## src/rtl/boothmul_arbiter_if.sv

```systemverilog
// Handshake bundle between up to four multiply clients and the
// shared Booth multiplier sequencer.
//   req       : per-requester request level
//   a_in/b_in : flattened signed operands, requester i at [8i+7:8i]
//   grant     : one-hot capture pulse
//   busy      : multiply in flight
//   res_valid : one-cycle result strobe
//   res/res_id: signed product and owning requester index
interface boothmul_arbiter_if #(
  parameter int N_REQ = 4
) ();
  logic [N_REQ-1:0]   req;
  logic [8*N_REQ-1:0] a_in;
  logic [8*N_REQ-1:0] b_in;
  logic [N_REQ-1:0]   grant;
  logic               busy;
  logic               res_valid;
  logic [15:0]        res;
  logic [1:0]         res_id;

  modport master (
    output req, a_in, b_in,
    input  grant, busy, res_valid, res, res_id
  );

  modport slave (
    input  req, a_in, b_in,
    output grant, busy, res_valid, res, res_id
  );
endinterface

```

## src/rtl/boothmul_arbiter.sv

```systemverilog
// Round-robin sequencer sharing one 8x8 signed radix-4 Booth
// multiplier among up to four requesters.
//   clk : system clock, rising edge
//   rst : asynchronous active-high reset
//   bus : slave side of boothmul_arbiter_if (req/a_in/b_in in,
//         grant/busy/res_valid/res/res_id out, all registered)
module boothmul (
  input  logic signed [7:0]  i_a,
  input  logic signed [7:0]  i_b,
  output logic signed [15:0] o_p
);
  logic signed [15:0] w_a16;
  logic signed [15:0] w_pp;
  logic signed [15:0] w_acc;
  logic [8:0]         w_bx;
  logic [2:0]         w_trip;

  always_comb begin
    w_a16  = {{8{i_a[7]}}, i_a};
    w_bx   = {i_b, 1'b0};
    w_acc  = '0;
    w_pp   = '0;
    w_trip = '0;
    // Radix-4 recoding: each bit triple selects 0, +-a or +-2a.
    for (int j = 0; j < 4; j++) begin
      w_trip = w_bx[2*j +: 3];
      case (w_trip)
        3'b001, 3'b010: w_pp = w_a16;
        3'b011:         w_pp = w_a16 <<< 1;
        3'b100:         w_pp = -(w_a16 <<< 1);
        3'b101, 3'b110: w_pp = -w_a16;
        default:        w_pp = '0;
      endcase
      w_acc = w_acc + (w_pp <<< (2*j));
    end
    o_p = w_acc;
  end
endmodule

module boothmul_arbiter #(
  parameter int N_REQ = 4
) (
  input logic               clk,
  input logic               rst,
  boothmul_arbiter_if.slave bus
);
  typedef enum logic [1:0] {
    S_IDLE,
    S_CALC,
    S_DONE
  } state_t;

  state_t           r_state;
  logic [1:0]       r_last;
  logic [1:0]       r_cur;
  logic [7:0]       r_op_a;
  logic [7:0]       r_op_b;
  logic [N_REQ-1:0] r_grant;
  logic             r_busy;
  logic             r_rv;
  logic [15:0]      r_res;
  logic [1:0]       r_res_id;

  logic [1:0]         w_win;
  logic [2:0]         w_sum;
  logic [1:0]         w_idx;
  logic [N_REQ-1:0]   w_rot;
  logic               w_any;
  logic [7:0]         w_a;
  logic [7:0]         w_b;
  logic [N_REQ-1:0]   w_onehot;
  logic signed [15:0] w_prod;

  // Walk from the farthest candidate back to last+1 so the
  // nearest requesting index after last wins.
  always_comb begin
    w_any = |bus.req;
    w_win = r_last;
    w_sum = '0;
    w_idx = '0;
    w_rot = '0;
    for (int k = N_REQ; k >= 1; k--) begin
      w_sum = {1'b0, r_last} + 3'(k);
      if (w_sum >= 3'(N_REQ))
        w_sum = w_sum - 3'(N_REQ);
      w_idx = w_sum[1:0];
      w_rot = bus.req >> w_idx;
      if (w_rot[0])
        w_win = w_idx;
    end
    w_a      = 8'(bus.a_in >> {w_win, 3'b000});
    w_b      = 8'(bus.b_in >> {w_win, 3'b000});
    w_onehot = {{(N_REQ-1){1'b0}}, 1'b1} << w_win;
  end

  boothmul u_mul (
    .i_a (r_op_a),
    .i_b (r_op_b),
    .o_p (w_prod)
  );

  always_ff @(posedge clk or posedge rst) begin
    if (rst) begin
      r_state  <= S_IDLE;
      r_last   <= 2'(N_REQ-1);
      r_cur    <= '0;
      r_op_a   <= '0;
      r_op_b   <= '0;
      r_grant  <= '0;
      r_busy   <= 1'b0;
      r_rv     <= 1'b0;
      r_res    <= '0;
      r_res_id <= '0;
    end else begin
      unique case (r_state)
        S_IDLE, S_DONE: begin
          r_rv <= 1'b0;
          if (w_any) begin
            r_state <= S_CALC;
            r_op_a  <= w_a;
            r_op_b  <= w_b;
            r_grant <= w_onehot;
            r_busy  <= 1'b1;
            r_last  <= w_win;
            r_cur   <= w_win;
          end else begin
            r_state <= S_IDLE;
            r_grant <= '0;
            r_busy  <= 1'b0;
          end
        end
        S_CALC: begin
          r_state  <= S_DONE;
          r_res    <= w_prod;
          r_res_id <= r_cur;
          r_rv     <= 1'b1;
          r_grant  <= '0;
          r_busy   <= 1'b0;
        end
        default: r_state <= S_IDLE;
      endcase
    end
  end

  assign bus.grant     = r_grant;
  assign bus.busy      = r_busy;
  assign bus.res_valid = r_rv;
  assign bus.res       = r_res;
  assign bus.res_id    = r_res_id;
endmodule
```

## src/flat_wrapper.sv

```systemverilog
// flat-port wrapper written by rule: the top's interface ports become plain ports
module boothmul_arbiter_flat 
#(
  parameter int N_REQ = 4
)
  (clk, rst, bus_req, bus_a_in, bus_b_in, bus_grant, bus_busy, bus_res_valid, bus_res, bus_res_id);
  boothmul_arbiter_if #(.N_REQ(N_REQ)) bus_i ();
  input logic clk;
  input logic rst;
  input wire logic [$bits(bus_i.req)-1:0] bus_req;
  input wire logic [$bits(bus_i.a_in)-1:0] bus_a_in;
  input wire logic [$bits(bus_i.b_in)-1:0] bus_b_in;
  output wire logic [$bits(bus_i.grant)-1:0] bus_grant;
  output wire logic [$bits(bus_i.busy)-1:0] bus_busy;
  output wire logic [$bits(bus_i.res_valid)-1:0] bus_res_valid;
  output wire logic [$bits(bus_i.res)-1:0] bus_res;
  output wire logic [$bits(bus_i.res_id)-1:0] bus_res_id;
  assign bus_i.req = bus_req;
  assign bus_i.a_in = bus_a_in;
  assign bus_i.b_in = bus_b_in;
  assign bus_grant = bus_i.grant;
  assign bus_busy = bus_i.busy;
  assign bus_res_valid = bus_i.res_valid;
  assign bus_res = bus_i.res;
  assign bus_res_id = bus_i.res_id;
  boothmul_arbiter #(.N_REQ(N_REQ)) u_core (.clk(clk), .rst(rst), .bus(bus_i));
endmodule
```

## config.mk

```make
export PLATFORM = sky130hd
export DESIGN_NAME = boothmul_arbiter_flat
export DESIGN_NICKNAME = d
export VERILOG_FILES = /design/src/rtl/boothmul_arbiter_if.sv /design/src/rtl/boothmul_arbiter.sv /design/src/flat_wrapper.sv
export SDC_FILE = /design/constraint.sdc
export NUM_CORES = 1
export LEC_CHECK = 0
export CORE_MARGIN = 2
export CORE_UTILIZATION = 58
export DETAILED_ROUTE_END_ITERATION = 8
export PLACE_DENSITY = 0.83
export SLEW_MARGIN = 20
export SYNTH_ARGS = -nofsm -noshare
export SYNTH_HDL_FRONTEND = slang
export SYNTH_SLANG_ARGS = --single-unit
```

## constraint.sdc

```tcl
create_clock -name clk -period 11.13 [get_ports clk]
set_clock_uncertainty 0.1 [all_clocks]
set_input_delay 1.113 -clock clk [delete_from_list [all_inputs] [get_ports clk]]
set_output_delay 1.113 -clock clk [all_outputs]
set_load 0.01 [all_outputs]
```

# Word-level counts from Yosys, hierarchy flattened

Cells that the tools add are included.

Logic and storage cells: 87
Register bits after elaboration: 46
Output and inout port bits: 24
Input bits: 70

Shifts and indexed selects: 7
Multiplexer cells: 19
Add/sub/neg operators: 13
Order comparisons: 4
Equality and inequality tests: 23
Reduce and logical (&&, ||, !) cells: 11

Operators by type and width:

| cell                | count |
|---|---|
| $shr 32x5->8        | 2 |
| $pmux 14 s4         | 1 |
| $add 16x16->16      | 3 |
| $pmux 12 s4         | 1 |
| $pmux 16 s3         | 1 |
| $pmux 10 s4         | 1 |
| $eq 3x3->1 const B  | 9 |
| $eq 3x2->1 const B  | 6 |
| $mux 2              | 8 |
| $neg 8->16          | 1 |
| $neg 9->16          | 1 |
| $shr 4x2->1         | 4 |
| $reduce_or 2->1     | 7 |
| $ge 3x3->1 const B  | 4 |
| $eq 3x1->1 const B  | 3 |
| $pmux 4 s2          | 1 |
| $sub 2x1->2 const B | 4 |
| $add 2x2->3 const B | 2 |
| $eq 2x2->1 const B  | 3 |
| $eq 2x1->1 const B  | 2 |
| $mux 4              | 1 |
| $pmux 1 s2          | 2 |
| $pmux 2 s2          | 1 |
| $reduce_or 4->1     | 1 |
| 7 further kinds     | 8 |

# Longest topological paths before layout

Gate-level depths: netlist of the first run.

Depth in word-level cells: 11
Gate-level depth with buffers: 22
Depth with buffers taken out: 20

# Cells and area by module

Synthesis of the first run repeated with hierarchy kept, for this count alone.

Cells, all modules: 608
Area total of the unflattened synthesis: 5166.2 um^2

Modules (own cells, without submodules):

| module           | cells each | instances | sequential area each (um^2) | area each (um^2) |
|---|---|---|---|---|
| boothmul         | 413        | 1         | 0.0                         | 2821.5 |
| boothmul_arbiter | 195        | 1         | 1153.6                      | 2344.7 |

# Least setup slack after synthesis of the first run

Ideal clock, no wire load.

Path kind: register to register
From: register u_core.r_op_a[0]
To: register u_core.r_res[15] (netlist: u_core.bus.res[15])
Clock period less this slack: 4919 ps
Path slack: 6211 ps
Cell stages (with the launch flop): 21
Arrival time: 4747 ps
Required time: 10958 ps
Setup time: 72 ps
Path through: dfrtp_1 -> inv_1 -> ha_1 -> nand2_1 -> or3_1 -> clkbuf_1 -> xor2_1 -> a221oi_1 -> a21oi_1 -> fa_1 -> inv_1 -> fa_1 -> inv_1 -> ha_1 -> a21o_1 -> a21o_1 -> a2111oi_0 -> o21ai_0 -> nor4b_1 -> a31oi_1 -> nand4b_1

Word-level cells in the longest chain between the ends: 5

Ends and longest elaborated chain:

| element                                    | RTL line                                       | source |
|---|---|---|
| start: declaration                         | boothmul_arbiter.sv:56                         | `logic [7:0] r_op_a;` |
| start signal: assignment                   | boothmul_arbiter.sv:120                        | `r_op_a <= w_a;` |
| $neg 9->16 or $neg 8->16 (tied branches)   | boothmul_arbiter.sv:30, boothmul_arbiter.sv:31 |  |
| $pmux 14 s4 or $pmux 16 s3 (tied branches) | boothmul_arbiter.sv:27                         | `case (w_trip)` |
| $add 16x16->16 (2 in series)               | boothmul_arbiter.sv:34                         | `w_acc = w_acc + (w_pp <<< (2*j));` |
| $add 16x16->16 (*)                         | boothmul_arbiter.sv:34                         |  |
| end signal: assignment                     | boothmul_arbiter.sv:134                        | `r_res <= w_prod;` |
| end: declaration                           | boothmul_arbiter.sv:61                         | `logic [15:0] r_res;` |

Every way passes the cells marked *; elsewhere a longest branch is shown, timed or not.
A chain may end at the register's enable or synchronous reset.

# Worst setup path after layout of the first run

Ends and elaborated chain as after synthesis.

==> results of run 1 <==
through the flow:
stage                     setup slack [ns]   util  instance area (sq um)
final                                 5.42  0.705                   6090
after global routing                  4.89  0.705                   6090
after CTS                             5.51  0.705                   6090
after detailed placement              5.57  0.694                   5990
after global placement                5.70  0.694                   5990
after floorplan                       6.21      -                   5130
per-layer routing:
metal / vias to the layer above / routed length [microns] / track usage
li1: 2360 / - / -
met1: 2323 / 5640 / 0.372
met2: 260 / 6610 / 0.492
met3: 28 / 1180 / 0.0544
met4: 0 / 272 / 0.0865
met5: - / 0 / 0
synth_stat cells (all sizes together), types with 4 or more instances:
cell	n	area, sq um
nor2b	11	68.8
o211ai	10	75.1
o21ai	52	260
o22ai	5	31.3
mux2	19	214
nor2	41	156
o21bai	4	30.0
a221oi	10	87.6
mux2i	27	270
nor3b	5	48.8
a21oi	54	270
nor3	12	65.1
a22oi	6	45.0
clkbuf	30	113
a31oi	9	56.3
nand3	9	45.0
xnor2	20	175
a21o	6	45.0
nand2	80	303
ha	18	225
xor2	8	70.1
fa	21	420
dfrtp	44	1100
buf	24	145
inv	45	169
nand2b	7	43.8
a211oi	15	118
cells in the final DEF, fill, tap and decap left out, drive strengths merged, types with 15 or more instances in the layout:
master         count
fa                21
nand2             80
ha                18
a211oi            15
dfrtp             44
nor2              41
clkdlybuf4s50     93
o21ai             52
mux2              19
a21oi             54
xnor2             20
mux2i             27
inv               46
flip-flops by register name (all words and copies together), names as in the netlist:
register / count
u_core.bus.busy: 1
u_core.bus.grant: 4
u_core.bus.res: 16
u_core.bus.res_id: 2
u_core.bus.res_valid: 1
u_core.r_cur: 2
u_core.r_last: 2
u_core.r_op_a: 8
u_core.r_op_b: 8
u_core.r_state: 2
worst max-delay path: cells and delay by family (launching register included):
family | cells | cell delay (ns)
adder cells (fa/ha/maj) | 4 | 1.70
flip-flops | 1 | 0.49
AO/OA/AOI/OAI | 7 | 1.54
AND/OR/NAND/NOR | 6 | 1.56
buffers and inverters | 2 | 0.25
cell families after synthesis:
group                      share of synthesized area
adders and majority gates                      0.126
xor gates and xnor gates                      0.0522
buffers and inverters                         0.0839
DFF                                            0.225
AOI/OAI and AO/OA                              0.241
muxes                                         0.0988
and+or+nand+nor                                0.174
layout make-up:
| class | instances | share of cell area |
|---|---|---|
| Clock buffer | 5 | 0.0113 |
| Clock inverter | 3 | 0.00411 |
| Inverter | 46 | 0.0284 |
| Multi-Input combinational cell | 494 | 0.584 |
| Sequential cell | 46 | 0.190 |
| Tap cell | 108 | 0.0222 |
| Timing Repair Buffer | 99 | 0.160 |
worst paths after layout:
path	endpoint	depth (start not counted)
max	u_core.bus.res[15]	19
min	u_core.bus.res[11]	2
max reg2reg	u_core.bus.res[15]	19
min reg2reg	u_core.bus.res[11]	2
max in group asynchronous	u_core.r_op_a[7]	2
min in group asynchronous	u_core.bus.res[9]	2
==> results by group, run 1 <==
Synthesis
  – Synth Register Bits: 46
  – Part of the Yosys area used for sequential elements: 0.225
  – Synth Warn #: 0
  – Synthesized Nets: 749
  – Post-synth EDFFs: 0
  – Most used DFF post-synth: dfrtp_1
  – Yosys cell types: 67
  – Ys async rst share: 1.00
  – Mean Syn Cell Area: 8.01 sq um
  – Mapped cell area: 5130 sq um
  – Cells after synthesis: 640

Floorplanning
  – Die Ht: 98.0 microns
  – Die Span X: 98.0 microns
  – Cell Rows: 34
  – Die ar.: 9610 sq um
  – Core Footprint: 8640 sq um
  – # IOs: 94
  – Initial cell density of the core: 0.594

Clocking
  – Post-cts sizing count: 0
  – CTS Buffer Depth: 2
  – # clock sinks: 46
  – Clock slew at reported path FFs: 0.10 ns
  – Post-CTS Setup Inserts: 0
  – H-tree depth: 2
  – Worst-Skew Late Latency: 0.32 ns
  – Hold-fix buffers, CTS: 0
  – CTS tree: yes
  – Num CTS Buffers: 5
  – Clock root cell: clkbuf_8

Detailed routing
  – Initial detailed-routing violation count: 587
  – DRC viols: 0
  – Vias: 4971
  – Routed WL: 13.7 mm
  – Avg Vias per Cell: 6.21
  – Pre-antenna DRT Iters: 5
  – Post-DRT Antenna Nets: 0
  – Post-DR wirelength/cell: 17.1 microns

Flow run
  – Max-cap violations: 0

Global route
  – Vias in the first global route: 4842
  – First-pass GRT wire length: 22.9 mm
  – All-Layer GR Usage: 0.288
  – Largest net degree at the start of global routing: 47
  – Initial antenna violation count: 0
  – Total grt overflow: 0

Setup path
  – Startpoint Class: register
  – Reg-to-reg setup timing slack: 5.42 ns
  – Max stage delay cell, worst path: fa_1
  – WP data arrival: 5.87 ns
  – CP Capture Type: register
  – Worst r2r src: u_core.r_op_a[0]
  – Crit path launch: u_core.r_op_a[0]
  – Highest net fanout along the worst path: 8
  – Crit path cell chain: inv_1 -> ha_1 -> nor3b_4 -> and2_1 -> nor2_1 -> a22oi_1 -> o32ai_1 -> a21oi_1 -> fa_1 -> fa_1 -> inv_1 -> ha_1 -> nand3_1 -> a21oi_1 -> a2111oi_0 -> o21ai_0 -> nor4b_1 -> a31oi_1 -> nand4b_1
  – Critical path's largest stage delay: 0.55 ns
  – Setup CP Type: register to register
  – Req. time, crit path: 11.29 ns

STA
  – Sum Neg Setup Slack: 0 ns
  – Final min period: 5.71 ns
  – Worst Tran Pin Value: 1.04 ns
  – Slew Limit Fails: 0
  – Final setup vio count: 0
  – Max_slew headroom: 0.305
  – Hold Fails Final Rpt: 0
  – Fmax: 175 MHz
  – Hold Slack: 0.380 ns
  – RSZ-0062 raised after global routing: false
  – Final critical-path share of the clock period: 0.513

Outcome
  – Status: completed

Final layout
  – Final net count: 801
  – Antenna Cells: 0
  – Area occupied by multi-input gates: 3560 sq um
  – Reg area: 1150 sq um
  – Final Non-Filler Cells: 801
  – # fillers: 719
  – Syn-to-layout area delta: 18.7%
  – Share of cells above drive strength 1: 0.0722

Placement
  – Dpl cells: 793
  – PortBufs: 93
  – DP HPWL: 10.3 mm
  – Gp weighted congestion: 0.934

Worst hold path
  – HP Class: register to register
  – Worst hold start: u_core.bus.res[11]
Power of run 1 is not shown: default switching activity piles up to over one toggle a cycle in this logic, so the estimate is an artifact.
==> run 2, diff against run 1 <==
--- a/config.mk
+++ b/config.mk
@@ -6,9 +6,9 @@
 export NUM_CORES = 1
 export LEC_CHECK = 0
 export CORE_MARGIN = 2
-export CORE_UTILIZATION = 58
+export CORE_UTILIZATION = 49
 export DETAILED_ROUTE_END_ITERATION = 8
-export PLACE_DENSITY = 0.83
+export PLACE_DENSITY = 0.74
 export SLEW_MARGIN = 20
 export SYNTH_ARGS = -nofsm -noshare
 export SYNTH_HDL_FRONTEND = slang
==> constraint.sdc (replaced) <==
create_clock -name clk -period 4.7 [get_ports clk]
set_clock_uncertainty 0.1 [all_clocks]
set_input_delay 0.47 -clock clk [delete_from_list [all_inputs] [get_ports clk]]
set_output_delay 0.47 -clock clk [all_outputs]
set_load 0.01 [all_outputs]
==> results by group, run 2 (synthesis gave the netlist of run 1 again) <==
Detailed routing
  – Pre-antenna DRT Iters: 5 (unchanged)
  – Vias: 5221 (+5.0%)
  – Post-DR wirelength/cell: 17.1 microns (-0.23%)
  – DRC viols: 0 (unchanged)
  – Post-DRT Antenna Nets: 0 (unchanged)
  – Initial detailed-routing violation count: 448 (-24%)
  – Routed WL: 15.6 mm (+14%)
  – Avg Vias per Cell: 5.71 (-8.1%)

STA
  – Hold Fails Final Rpt: 0 (unchanged)
  – Fmax: 212 MHz (+21%)
  – Final setup vio count: 1 (+1)
  – Slew Limit Fails: 0 (unchanged)
  – Worst Tran Pin Value: 0.946 ns (-0.0970 ns)
  – Final min period: 4.72 ns (-0.985 ns)
  – RSZ-0062 raised after global routing: true
  – Final critical-path share of the clock period: 1.00 (+0.492)
  – Final worst slack: -0.0234 ns (-5.45 ns)
  – Max_slew headroom: 0.369 (+0.0638)
  – Sum Neg Setup Slack: -0.0234 ns (-0.0234 ns)

Global route
  – First-pass GRT wire length: 25.3 mm (+11%)
  – Total grt overflow: 0 (unchanged)
  – All-Layer GR Usage: 0.283 (-0.00444)
  – Vias in the first global route: 5093 (+5.2%)
  – Largest net degree at the start of global routing: 47 (unchanged)
  – Initial antenna violation count: 0 (unchanged)

Placement
  – DP HPWL: 12.0 mm (+17%)
  – PortBufs: 93 (unchanged)
  – Gp weighted congestion: 0.921 (-1.4%)
  – Placed cell areas: 6640 sq um (+11%)
  – Dpl cells: 896 (+13%)

Final layout
  – Share of cells above drive strength 1: 0.218 (+0.146)
  – Commonest non-fill, non-tap cell in the layout: clkdlybuf4s50_1
  – Syn-to-layout area delta: 36.7%
  – # fillers: 834 (+16%)
  – Flip-flop count of the largest register after layout: 16 (unchanged)
  – Final instance area: 7010 sq um (+15%)
  – Final net count: 887 (+11%)
  – Antenna Cells: 0 (unchanged)
  – Commonest non-fill, non-tap cells in the layout: clkdlybuf4s50_1, buf_4, nand2_1
  – Final Non-Filler Cells: 915 (+14%)

Setup path
  – Worst r2r src: u_core.r_op_a[1]
  – Max stage delay cell, worst path: or4_4
  – Buf/Inv on CP: 3 (+1)
  – Critical path's largest stage delay: 0.53 ns (-0.02 ns)
  – Setup CP Type: register to register
  – Crit path cell chain: buf_6 -> or4_4 -> nor2_4 -> xnor2_4 -> nand2_1 -> o21ai_1 -> mux4_2 -> fa_1 -> inv_1 -> fa_1 -> inv_2 -> ha_4 -> a21o_1 -> a21o_1 -> a2111oi_4 -> o21ai_2 -> nor4b_2 -> a31oi_1 -> nand4b_1
  – CP Capture Type: register
  – Startpoint Class: register
  – Req. time, crit path: 4.86 ns (-6.43 ns)
  – WP data arrival: 4.88 ns (-0.99 ns)
  – Worst reg2reg path depth: 19 (unchanged)
  – Largest delay share family, worst path: adder cells
  – Highest net fanout along the worst path: 5 (-3)
  – Crit path launch: u_core.r_op_a[1]
  – Crit path depth: 19 (unchanged)

Flow run
  – Max-cap violations: 0 (unchanged)

Clocking
  – Worst-Skew Late Latency: 0.33 ns (about the same)
  – # clock sinks: 46 (unchanged)
  – CTS Buffer Depth: 2 (unchanged)
  – CTS tree: yes
  – Num CTS Buffers: 5 (unchanged)
  – Clock slew at reported path FFs: 0.10 ns (about the same)
  – Hold-fix buffers, CTS: 0 (unchanged)
  – Clock root cell: clkbuf_8
  – H-tree depth: 2 (unchanged)

Floorplanning
  – Die Ht: 106 microns (+8.4%)
  – Cell Rows: 37 (+8.8%)
  – Core Footprint: 10200 sq um (+18%)
  – # IOs: 94 (unchanged)
  – Die Span X: 106 microns (+8.4%)
  – Initial cell density of the core: 0.501 (-0.0926)
  – Die ar.: 11300 sq um (+18%)

Worst hold path
  – Hold-critical path depth: 2 (unchanged)
  – HP Class: register to register
  – Worst hold start: u_core.bus.res[7]

Outcome
  – Status: finished with violations
  – Violated checks: negative setup slack
## run 2: cell types whose count changed in the layout (fill, tap and decap cells not counted), sizes merged
| cell | previous run | this run |
|---|---|---|
| buf | 6 | 92 |
| clkinvlp | 1 | 2 |
| clkinv | 2 | 1 |
## run 2: tightest hold or removal path, cell delays in order, from the launching register on
cell and delay, ns:
dfrtp_1 0.35, nand2_1 0.05, o31ai_1 0.05
## run 2: routing by layer
layer,GRT usage,vias to the layer above,share of wire
met3,0.0478,24,0.066
met1,0.358,2451,0.42
li1,-,2530,-
met4,0.0996,0,0.023
met5,0,-,0
met2,0.488,216,0.49
## run 2: final cells by class
type | count | area [sq um] | area share
timing repair buffer | 185 | 1630 | 0.233
inverter | 46 | 173 | 0.0246
multi-input combinational | 494 | 3790 | 0.540
clock inverter | 3 | 23.8 | 0.00339
tap | 136 | 170 | 0.0243
sequential | 46 | 1150 | 0.165
clock buffer | 5 | 68.8 | 0.00982
## run 2: final timing paths
check | slack (ns) | end
max | -0.02 | u_core.bus.res[15]
min | 0.38 | u_core.bus.res[7]
max reg2reg | -0.02 | u_core.bus.res[15]
min reg2reg | 0.38 | u_core.bus.res[7]
max in group asynchronous | 3.34 | u_core.bus.res[13]
min in group asynchronous | 0.57 | u_core.bus.res[3]
## run 2: repair_timing
item | in CTS | in global routing
buffers inserted | 5 | 7
resized for setup | 12 | 27
pin swaps | 11 | 23
endpoints found under the setup margin | 1 | 4
## run 2: per-stage QoR
| step | worst slack (ns) | utilization | hold slack, ns |
|---|---|---|---|
| final | -0.0234 | 0.685 | 0.383 |
| after floorplan | 0.0126 | - | 0.339 |
| after global placement | 0.0144 | 0.649 | 0.354 |
| after detailed placement | -0.0738 | 0.649 | 0.368 |
| after CTS | 0.00171 | 0.668 | 0.390 |
| after global routing | -0.241 | 0.685 | 0.431 |
Power of run 2 is left out for the same reason.
==> run 3, diff against run 2 <==
--- a/config.mk
+++ b/config.mk
@@ -9,7 +9,6 @@
 export CORE_UTILIZATION = 49
 export DETAILED_ROUTE_END_ITERATION = 8
 export PLACE_DENSITY = 0.74
-export SLEW_MARGIN = 20
 export SYNTH_ARGS = -nofsm -noshare
 export SYNTH_HDL_FRONTEND = slang
 export SYNTH_SLANG_ARGS = --single-unit
==> results by group, run 3 (synthesis gave the netlist of run 1 again) <==
STA
  – Final setup vio count: 1 (unchanged)
  – Fmax: 212 MHz (about the same)
  – Final critical-path share of the clock period: 1.00 (about the same)
  – Worst Tran Pin Value: 1.09 ns (+0.145 ns)
  – Final min period: 4.72 ns (-0.000151 ns)
  – RSZ-0062 raised after global routing: true
  – Final worst slack: -0.0232 ns (+0.000151 ns)
  – Slew Limit Fails: 0 (unchanged)
  – Max_slew headroom: 0.272 (-0.0964)
  – Hold Fails Final Rpt: 0 (unchanged)

Placement
  – PortBufs: 93 (unchanged)
  – Gp weighted congestion: 0.921 (unchanged)
  – DP HPWL: 12.0 mm (unchanged)

Final layout
  – Commonest non-fill, non-tap cell in the layout: clkdlybuf4s50_1
  – Post-layout util: 0.685 (about the same)
  – Final net count: 887 (unchanged)
  – Commonest non-fill, non-tap cells in the layout: clkdlybuf4s50_1, buf_4, nand2_1
  – Antenna Cells: 0 (unchanged)
  – Syn-to-layout area delta: 36.6% (about the same)
  – Share of cells above drive strength 1: 0.218 (unchanged)
  – Flip-flop count of the largest register after layout: 16 (unchanged)

Worst hold path
  – HP Class: register to register

Global route
  – Initial antenna violation count: 0 (unchanged)
  – Vias in the first global route: 5093 (unchanged)
  – Largest net degree at the start of global routing: 47 (unchanged)
  – Total grt overflow: 0 (unchanged)
  – All-Layer GR Usage: 0.283 (unchanged)
  – First-pass GRT wire length: 25.3 mm (unchanged)

Floorplanning
  – Core Footprint: 10200 sq um (unchanged)
  – # IOs: 94 (unchanged)
  – Die ar.: 11300 sq um (unchanged)
  – Die Ht: 106 microns (unchanged)
  – Die Span X: 106 microns (unchanged)
  – Initial cell density of the core: 0.501 (unchanged)
  – Cell Rows: 37 (unchanged)

Setup path
  – Setup CP Type: register to register
  – CP Capture Type: register
  – WP data arrival: 4.88 ns (about the same)
  – Req. time, crit path: 4.86 ns (about the same)
  – Highest net fanout along the worst path: 5 (unchanged)
  – Reg-to-reg setup timing slack: -0.02 ns (about the same)
  – Startpoint Class: register

Clocking
  – CTS tree: yes
  – # clock sinks: 46 (unchanged)
  – H-tree depth: 2 (unchanged)
  – Hold-fix buffers, CTS: 0 (unchanged)
  – Clock slew at reported path FFs: 0.10 ns (about the same)
  – Worst-Skew Late Latency: 0.33 ns (about the same)
  – CTS Buffer Depth: 2 (unchanged)
  – Num CTS Buffers: 5 (unchanged)
  – Clock root cell: clkbuf_8

Detailed routing
  – Initial detailed-routing violation count: 417 (-6.9%)
  – Vias: 5206 (-0.29%)
  – Post-DRT Antenna Nets: 0 (unchanged)
  – Avg Vias per Cell: 5.69 (-0.29%)
  – DRC viols: 0 (unchanged)
  – Pre-antenna DRT Iters: 5 (unchanged)
  – Routed WL: 15.6 mm (+0.10%)
  – Post-DR wirelength/cell: 17.1 microns (+0.10%)

Outcome
  – Status: finished with violations
  – Violated checks: negative setup slack

Flow run
  – Max-cap violations: 0 (unchanged)
[run 3: cell types whose count changed in the layout (fill, tap and decap cells not counted)]
cell	change
nor2_4	-1
nor2_2	+1
[run 3: final timing paths]
| path | from | end | cells after the start |
|---|---|---|---|
| worst max-delay path | u_core.r_op_a[1] | u_core.bus.res[15] | 19 |
| worst min-delay path | u_core.bus.res[7] | u_core.bus.res[7] | 2 |
| worst max register to register | u_core.r_op_a[1] | u_core.bus.res[15] | 19 |
| worst min register to register | u_core.bus.res[7] | u_core.bus.res[7] | 2 |
| max in group asynchronous | rst | u_core.r_op_b[2] | 2 |
| min in group asynchronous | rst | u_core.bus.res[3] | 2 |
[run 3: stage by stage]
step / hold slack (ns) / setup TNS [ns] / cells / worst slack (ns) / area [sq um]
3_3_place_gp: 0.354 / 0 / 896 / 0.0144 / 6640
3_5_place_dp: 0.368 / -0.0738 / 896 / -0.0738 / 6640
5_1_grt: 0.431 / -0.575 / 915 / -0.241 / 7000
4_1_cts: 0.390 / 0 / 909 / 0.00171 / 6830
2_1_floorplan: 0.339 / 0 / 640 / 0.0126 / 5180
6_report: 0.383 / -0.0232 / 915 / -0.0232 / 7000
[run 3: per-layer routing]
metal | track usage | share of wire | up-vias
met1 | 0.358 | 0.43 | 2444
met3 | 0.0478 | 0.062 | 28
met4 | 0.0996 | 0.024 | 0
met2 | 0.488 | 0.49 | 202
li1 | - | - | 2532
met5 | 0 | 0 | -
[run 3: repair_timing]
action,in CTS,in global routing
pin swaps,11,23
gates cloned,0,0
resized for setup,12,27
buffers inserted,5,7
setup endpoints to repair,1,4
endpoints found under the hold margin,0,0
[run 3: worst max-delay path: stages, from the launching register on]
cell	delay (ns)
dfrtp_1	0.43
buf_6	0.13
or4_4	0.53
nor2_4	0.21
xnor2_4	0.13
nand2_1	0.07
o21ai_1	0.06
mux4_2	0.48
fa_1	0.49
inv_1	0.05
fa_1	0.51
inv_2	0.05
ha_4	0.24
a21o_1	0.16
a21o_1	0.21
a2111oi_4	0.27
o21ai_2	0.10
nor4b_2	0.25
a31oi_1	0.08
nand4b_1	0.09
[run 3: area by class of cell]
class / count / area, sq um
repair buffers: 185 / 1630
well taps: 136 / 170
clock buffers: 5 / 68.8
multi-input cells: 494 / 3780
fillers: 832 / 3230
clock inverters: 3 / 23.8
flip-flops and latches: 46 / 1150
inverters: 46 / 173
Power of run 3 is left out for the same reason.
==> variant: new RTL, flow settings as in run 3 <==
`N_REQ` is set to 4 in 3 places; all go to 5.
--- a/src/rtl/boothmul_arbiter_if.sv
+++ b/src/rtl/boothmul_arbiter_if.sv
@@ -7,7 +7,7 @@
 //   res_valid : one-cycle result strobe
 //   res/res_id: signed product and owning requester index
 interface boothmul_arbiter_if #(
-  parameter int N_REQ = 4
+  parameter int N_REQ = 5
 ) ();
   logic [N_REQ-1:0]   req;
   logic [8*N_REQ-1:0] a_in;
--- a/src/rtl/boothmul_arbiter.sv
+++ b/src/rtl/boothmul_arbiter.sv
@@ -38,7 +38,7 @@
 endmodule
 
 module boothmul_arbiter #(
-  parameter int N_REQ = 4
+  parameter int N_REQ = 5
 ) (
   input logic               clk,
   input logic               rst,
--- a/src/flat_wrapper.sv
+++ b/src/flat_wrapper.sv
@@ -1,7 +1,7 @@
 // flat-port wrapper written by rule: the top's interface ports become plain ports
 module boothmul_arbiter_flat 
 #(
-  parameter int N_REQ = 4
+  parameter int N_REQ = 5
 )
   (clk, rst, bus_req, bus_a_in, bus_b_in, bus_grant, bus_busy, bus_res_valid, bus_res, bus_res_id);
   boothmul_arbiter_if #(.N_REQ(N_REQ)) bus_i ();
Interface: changed (resized bus_a_in, bus_b_in, bus_grant and bus_req); port bits go from 94 to 112. No check against the original RTL was run, so the function may have changed too.
==> variant against run 3 <==
- worst setup slack gained 0.15 ns
- synthesized area is 4.1% higher
- cell area fell by 1.6%
- wire length down 3.4%
- sequential cell count down 2
- core utilization is 4.3 points lower
Power is left out: the tool's default activity adds up to more than one toggle a clock period on the data nets, which glitch-free logic cannot reach.
==> variant: results (changes against run 3) <==
track_usage_pct: 26.1  # -2.2 points
ys_top_cells_by_count: "91 x nand2_1, 71 x nor2_1, 60 x a21oi_1"
status: "finished clean"
syn_nets: 820  # +9.5%
io_buffers: 94  # +1.1%
synth_area_leaders: "dfrtp_1 21%, fa_1 7.9%, nand2_1 6.4%, a21oi_1 5.6%, ha_1 5.6%"
vias: 5426  # +4.2%
synth_area_per_cell_um2: 7.75  # -3.2%
drtIter0Drc: 513  # +23%
layout-drive-gt1-share_pct: 14.6  # -7.2 points
synth_seq_area_share_pct: 20.6  # -1.9 points
arrival_ns: 4.64  # -0.24 ns
hold_end: "u_core.bus.res[11]$_DFFE_PP0P_"
gp_congestion: 0.928  # +0.79%
dpl_worst_slack_ns: -0.0807  # -0.00687 ns
rr_startpoint: "u_core.r_op_a[0]$_DFFE_PP0P_"
reg2reg_slack_ns: 0.13  # +0.15 ns
critPathMaxFanout: 3  # -2
grt_max_degree: 45  # -4.3%
stdcell_count: 928  # +1.4%
dp_hpwl_um: 11500  # -4.2%
synth_cell_types: 64  # -4.5%
first_global_vias: 5195  # +2.0%
rr_endpoint: "u_core.bus.res[13]$_DFFE_PP0P_"
wl_per_cell_um: 16.3  # -4.7%
hp-start: "u_core.bus.res[11]$_DFFE_PP0P_"
reg2reg_depth: 18  # -1
==> variant: cell count changes in the layout (fill, tap and decap cells not counted), sizes merged, moves of 6 or more <==
cell | run 3 | this run
a21boi | 2 | 19
a21o | 6 | 14
a21oi | 54 | 61
a221oi | 10 | 23
a32o | 1 | 7
buf | 92 | 52
ha | 18 | 24
mux2 | 19 | 8
nand2 | 80 | 91
nor2 | 41 | 71
nor2b | 11 | 3
==> variant: cell families after synthesis <==
family          count (synthesis)  share of synthesized area, %
buf+inv                       105                          8.23
fa+ha+maj                      45                          13.5
xor+xnor                       26                          4.53
other cells                     1                        0.0703
simple gates                  197                          15.6
compound gates                233                          29.8
mux                            37                          7.60
flops                          44                          20.6
==> variant: metrics by stage <==
step	hold slack [ns]	utilization, %	area, µm²
finish	0.373	64.1	6890
global route	0.396	64.1	6890
CTS	0.378	62.7	6740
detailed placement	0.360	61.2	6580
global placement	0.353	61.2	6580
floorplan	0.407	-	5340
==> variant: worst max path at each step <==
stage,slack [ns],depth (start not counted),startpoint,to
after CTS,0.007,19,u_core.r_op_a[0]$_DFFE_PP0P_,u_core.bus.res[13]$_DFFE_PP0P_
after detailed placement,-0.08,18,u_core.r_op_a[0]$_DFFE_PP0P_,u_core.bus.res[14]$_DFFE_PP0P_
final,0.13,18,u_core.r_op_a[0]$_DFFE_PP0P_,u_core.bus.res[13]$_DFFE_PP0P_
after global placement,-0.05,18,u_core.r_op_a[0]$_DFFE_PP0P_,u_core.bus.res[14]$_DFFE_PP0P_
after global routing,-0.05,19,u_core.r_op_a[0]$_DFFE_PP0P_,u_core.bus.res[13]$_DFFE_PP0P_
after floorplan,0.12,20,u_core.r_op_a[1]$_DFFE_PP0P_,u_core.bus.res[13]$_DFFE_PP0P_
==> variant: final cells by class <==
| cell class | instances | area [µm²] | share of cell area [%] |
|---|---|---|---|
| Inverter | 51 | 191 | 2.78 |
| Clock inverter | 2 | 15.0 | 0.218 |
| Timing Repair Buffer | 146 | 1360 | 19.7 |
| Sequential cell | 44 | 1100 | 16.0 |
| Multi-Input combinational cell | 539 | 3970 | 57.6 |
| Tap cell | 140 | 175 | 2.54 |
| Clock buffer | 6 | 82.6 | 1.20 |
==> variant: timing repair <==
action	CTS	global route
hold buffers	0	0
pin swaps	0	15
resized for setup	12	27
cloned	0	0
setup buffers	0	5
endpoints found under the setup margin	3	5
==> variant: per-layer routing <==
metal  GRT usage (%)  routed length, µm
met1            35.7               6640
met2            43.4               7410
met3            2.71                735
met4            8.52                314
met5               0                  0
==> variant: critical path: cells and delay by family, from the launching register on <==
kind / cells / cell delay [ns]
XOR/XNOR: 2 / 0.32
AND/OR/NAND/NOR: 4 / 1.20
flip-flops: 1 / 0.42
adder cells (fa/ha/maj): 3 / 1.28
buffers and inverters: 3 / 0.24
AO/OA/AOI/OAI: 6 / 0.85
